==> config.mk <==
export PLATFORM = sky130hd
export DESIGN_NAME = mult_arbiter
export DESIGN_NICKNAME = d
export VERILOG_FILES = /design/src/rtl/mult_arbiter.sv
export SDC_FILE = /design/constraint.sdc
export NUM_CORES = 2
export LEC_CHECK = 0
export ABC_AREA = 1
export CAP_MARGIN = 20
export CORE_ASPECT_RATIO = 0.5
export CORE_UTILIZATION = 35
export CTS_BUF_LIST = sky130_fd_sc_hd__clkbuf_8
export DETAILED_ROUTE_END_ITERATION = 7
export PLACE_DENSITY = 0.59
export SLEW_MARGIN = 30
export SYNTH_ARGS = -nofsm -noshare
export SYNTH_HDL_FRONTEND = slang
export SYNTH_HIERARCHICAL = 1
export SYNTH_SLANG_ARGS = --single-unit
export TNS_END_PERCENT = 30
==> constraint.sdc <==
create_clock -name clk -period 9.45 [get_ports clk]
set_input_delay 1.4175 -clock clk [delete_from_list [all_inputs] [get_ports clk]]
set_output_delay 1.4175 -clock clk [all_outputs]
set_load 0.05 [all_outputs]
==> src/rtl/mult_arbiter.sv <==
// Two-requester front end sharing one signed 32x32 multiplier, with a result
// hand-off port that holds its value until the consumer takes it.

module tree_multiplier (
    input  logic signed [31:0] i_a,
    input  logic signed [31:0] i_b,
    output logic signed [63:0] o_p
);
    logic signed [63:0] w_a_ext;
    logic signed [63:0] w_l0 [0:31];
    logic signed [63:0] w_l1 [0:15];
    logic signed [63:0] w_l2 [0:7];
    logic signed [63:0] w_l3 [0:3];
    logic signed [63:0] w_l4 [0:1];

    assign w_a_ext = {{32{i_a[31]}}, i_a};

    // Bit 31 of b carries weight -2^31 in two's complement, so its row is subtracted.
    for (genvar i = 0; i < 32; i++) begin : g_pp
        if (i == 31) begin : g_neg
            assign w_l0[i] = i_b[i] ? -(w_a_ext <<< i) : '0;
        end else begin : g_pos
            assign w_l0[i] = i_b[i] ? (w_a_ext <<< i) : '0;
        end
    end

    for (genvar k = 0; k < 16; k++) begin : g_l1
        assign w_l1[k] = w_l0[2*k] + w_l0[2*k+1];
    end
    for (genvar k = 0; k < 8; k++) begin : g_l2
        assign w_l2[k] = w_l1[2*k] + w_l1[2*k+1];
    end
    for (genvar k = 0; k < 4; k++) begin : g_l3
        assign w_l3[k] = w_l2[2*k] + w_l2[2*k+1];
    end
    for (genvar k = 0; k < 2; k++) begin : g_l4
        assign w_l4[k] = w_l3[2*k] + w_l3[2*k+1];
    end

    assign o_p = w_l4[0] + w_l4[1];
endmodule

module mult_arbiter #(
    parameter bit RR_EN = 1'b1
) (
    input  logic               clk,
    input  logic               rst,
    input  logic               req0_valid,
    input  logic signed [31:0] req0_a,
    input  logic signed [31:0] req0_b,
    output logic               req0_ready,
    input  logic               req1_valid,
    input  logic signed [31:0] req1_a,
    input  logic signed [31:0] req1_b,
    output logic               req1_ready,
    output logic               res_valid,
    input  logic               res_ready,
    output logic signed [63:0] res_data,
    output logic               res_id,
    output logic               busy
);
    typedef enum logic [1:0] {S_IDLE, S_CALC, S_DONE} state_t;

    state_t             r_state;
    logic signed [31:0] r_a;
    logic signed [31:0] r_b;
    logic               r_id;
    logic               r_last_grant;
    logic signed [63:0] r_res_data;
    logic               r_res_id;
    logic               r_res_valid;
    logic               r_busy;

    logic               w_pick1;
    logic               w_accept;
    logic signed [63:0] w_prod;

    // Requester 1 wins when alone, or on contention when round-robin says it is its turn.
    assign w_pick1    = req1_valid && (!req0_valid || (RR_EN && !r_last_grant));
    assign req0_ready = !rst && (r_state == S_IDLE) && req0_valid && !w_pick1;
    assign req1_ready = !rst && (r_state == S_IDLE) && w_pick1;
    assign w_accept   = req0_ready || req1_ready;

    tree_multiplier u_mult (
        .i_a (r_a),
        .i_b (r_b),
        .o_p (w_prod)
    );

    always_ff @(posedge clk or posedge rst) begin
        if (rst) begin
            r_state      <= S_IDLE;
            r_a          <= '0;
            r_b          <= '0;
            r_id         <= 1'b0;
            r_last_grant <= 1'b1;
            r_res_data   <= '0;
            r_res_id     <= 1'b0;
            r_res_valid  <= 1'b0;
            r_busy       <= 1'b0;
        end else begin
            case (r_state)
                S_IDLE: begin
                    if (w_accept) begin
                        r_a          <= w_pick1 ? req1_a : req0_a;
                        r_b          <= w_pick1 ? req1_b : req0_b;
                        r_id         <= w_pick1;
                        r_last_grant <= w_pick1;
                        r_busy       <= 1'b1;
                        r_state      <= S_CALC;
                    end
                end
                S_CALC: begin
                    r_res_data  <= w_prod;
                    r_res_id    <= r_id;
                    r_res_valid <= 1'b1;
                    r_state     <= S_DONE;
                end
                S_DONE: begin
                    if (res_ready) begin
                        r_res_valid <= 1'b0;
                        r_busy      <= 1'b0;
                        r_state     <= S_IDLE;
                    end
                end
                default: r_state <= S_IDLE;
            endcase
        end
    end

    assign res_valid = r_res_valid;
    assign res_data  = r_res_data;
    assign res_id    = r_res_id;
    assign busy      = r_busy;
endmodule

==> summary.txt <==
Routing
  – Avg WL per Cell: 18.92 µm
  – DRC: 0
  – Initial DRC count: 3011
  – Router iterations before antenna repair: 6
  – Vias per inst: around 4.8
  – Total number of vias: 34889
  – Final ANT Viol Nets: 0
  – Post-Route WL: 138100 µm

Critical path
  – WP buf/inv: 6
  – CP Data Required Time: 9.96 ns
  – Family with the most delay on the worst path: adder cells
  – Critical path endpoint category: flip-flop
  – CP Launch Type: flip-flop
  – Slowest-stage cell, CP: dfrtp_2
  – CP Max Fanout: 28
  – Slowest stage delay, CP: 0.67 ns
  – CP Data Arrival Time: 9.24 ns
  – CP dominant cell by count: fa_1
  – Crit Path Class: reg2reg

GRT
  – Vias in the first global route: between 30000 and 40000
  – Global route overflow: 0
  – First-pass GRT wire length: between 200000 and 250000 µm
  – Initial antenna violation count: 2
  – Tot GR Track Use: 22.39%
  – Largest net degree at the start of global routing: 90

Synthesis
  – Async SR Flop Fraction: 100.0%
  – Dominant cells by area after synthesis: fa_1 (49%), nand2_1 (14%), inv_1 (13%)
  – Gate Count Post-Synth: 5559
  – #FFs+latches synth: ~140
  – Register area share after synthesis: 7.634%
  – Synth Flop Type: dfrtp_1
  – Post-synth EDFFs: 0
  – Post-Syn Area per Cell: 7.964 µm²
  – Cell variety after synth: 45
  – Yosys top cell by area: fa_1
  – Post-Syn Area: 0.04427 mm²
  – Syn nets: 6952
  – Synth top area share: just under 50%
  – Synth Warn #: 6

Floorplanning
  – Core area: between 0.1 and 0.15 mm²
  – Ports: between 200 and 250
  – Die Wd: between 500 and 600 µm
  – Initial core utilization: a little over a third
  – Core Rows: 91
  – Die Area: ~0.13 mm²
  – Die outline height: 253.5 µm

Timing
  – Fmax: 114.5 MHz
  – Hold WS: between 0.4 and 0.5 ns
  – Max-slew violations: 0
  – Max_slew headroom: between 30% and 40%
  – Fin crit period: between 8 and 9 ns
  – RSZ-0062 raised after global routing: false
  – Clk_skew: 0.04245 ns
  – Setup TNS: 0 ns
  – Ratio of final minimum period to clock period: 92.38%
  – Fin. Hold Viols: 0
  – Measured slew at the worst slew-check pin: between 1 and 1.5 ns
  – Final Setup Violations: 0

Clocking
  – Clock Latency Late Sink: 0.59 ns
  – Clk sinks: 135
  – Hold_buf cts: 0
  – H-tree depth: 4
  – Clock slew at reported path FFs: around 0.1 ns
  – Clock Path Buffers: 2
  – TritonCTS Buffers: 17
  – CTS tree: built
  – Post_cts resized: 0
  – Root Buffer: clkbuf_8
  – Setup Buffers After CTS: 0

Cells and area
  – Most frequent cells in the layout: nand2_1 (1674), inv_1 (1536), fa_1 (1088)
  – Layout cells sized above 1: under 10%
  – Fillers: 13013
  – Area Overhead vs Synth: 9.654%
  – Design area: between 0.04 and 0.05 mm²
  – Final net count: around 7000
  – Most common cell after layout, fill and taps aside: nand2_1

Status
  – Status: completed

Placement
  – Port bufs: between 200 and 250
  – Gpl congestion: 0.9840
  – Placed Instance Area: 0.04808 mm²
  – Post-DP HPWL: 114400 µm

Min path
  – Min-Delay Path Class: reg2reg

Flow run
  – Maxcap violations: 0
==> state kept, by name, summed over array words and instances, names as in the netlist <==
signal / flops
res_id: 1
r_last_grant: 1
res_data: 64
r_id: 1
res_valid: 1
r_b: 32
r_a: 32
busy: 1
r_state: 2
==> worst reg2reg max path, delay by kind of cell (launching register included) <==
family | cells | cell delay [ns]
AOI/OAI and AO/OA | 2 | 0.32
buffers and inverters | 6 | 0.38
adders and majority gates | 9 | 4.31
and+or+nand+nor | 14 | 2.79
xor gates and xnor gates | 1 | 0.23
DFF | 1 | 0.67
==> per-layer routing <==
metal  wire length, µm  up-vias  global-route usage (%)
li1                  -    15685                       -
met1             57900    17827                   30.34
met2             64800     1239                   36.74
met3             11210      138                   3.780
met4              4197        0                   6.778
met5                 0        -                       0
==> path summary, 6_finish.rpt <==
check / startpoint / end / slack, ns / cells past startpoint
min in group asynchronous: rst / res_data[44] / 1.39 / 2
hold reg to reg: r_last_grant / r_last_grant / 0.47 / 2
max in group asynchronous: rst / r_a[24] / 6.74 / 3
setup / recovery: r_a[4] / res_data[60] / 0.72 / 32
hold / removal: r_last_grant / r_last_grant / 0.47 / 2
setup reg to reg: r_a[4] / res_data[60] / 0.72 / 32
==> cell type report <==
cell class              count  area, µm²  share of cell area, %
well taps                1674       2095                  4.315
flip-flops and latches    135       3395                  6.992
inverters                1543       5799                  11.95
diodes                      2      5.005                0.01031
multi-input cells        3601      33940                  69.91
repair buffers            314       2855                  5.882
clock buffers              17      234.0                 0.4820
clock inverters            15      225.2                 0.4639
==> per-stage QoR <==
step / setup WS [ns] / utilization, % / std cells
2_1_floorplan: 1.971 / - / 5559
3_3_place_gp: 0.9040 / 38.67 / 7267
3_5_place_dp: 0.9893 / 38.67 / 7267
4_1_cts: 0.9807 / 39.04 / 7299
5_1_grt: 0.3444 / 39.04 / 7300
6_report: 0.7197 / 39.04 / 7301
==> synthesized netlist by cell type, drive strengths merged (22+ instances only) <==
library cell	instances
buf	80
o21ai	62
nand3	191
fa	1088
nor3	22
nor2	157
inv	1542
nand4	24
dfrtp	134
clkbuf	200
xor2	41
nand2	1687
a21oi	84
ha	172
==> cells by family (layout without fill, tap and decap cells) <==
kind of cell    after synthesis  in the layout  share of synthesized area [%]
other cells                   0              2                              0
simple gates               2096           2096                          19.05
fa+ha+maj                  1260           1260                          54.06
buf+inv                    1823           1889                          15.76
compound gates              193            193                          2.464
flops                       135            135                          7.634
xor+xnor                     52             52                          1.029
Power is not shown: default switching activity piles up to over one toggle a cycle in this logic, so the estimate is an artifact.
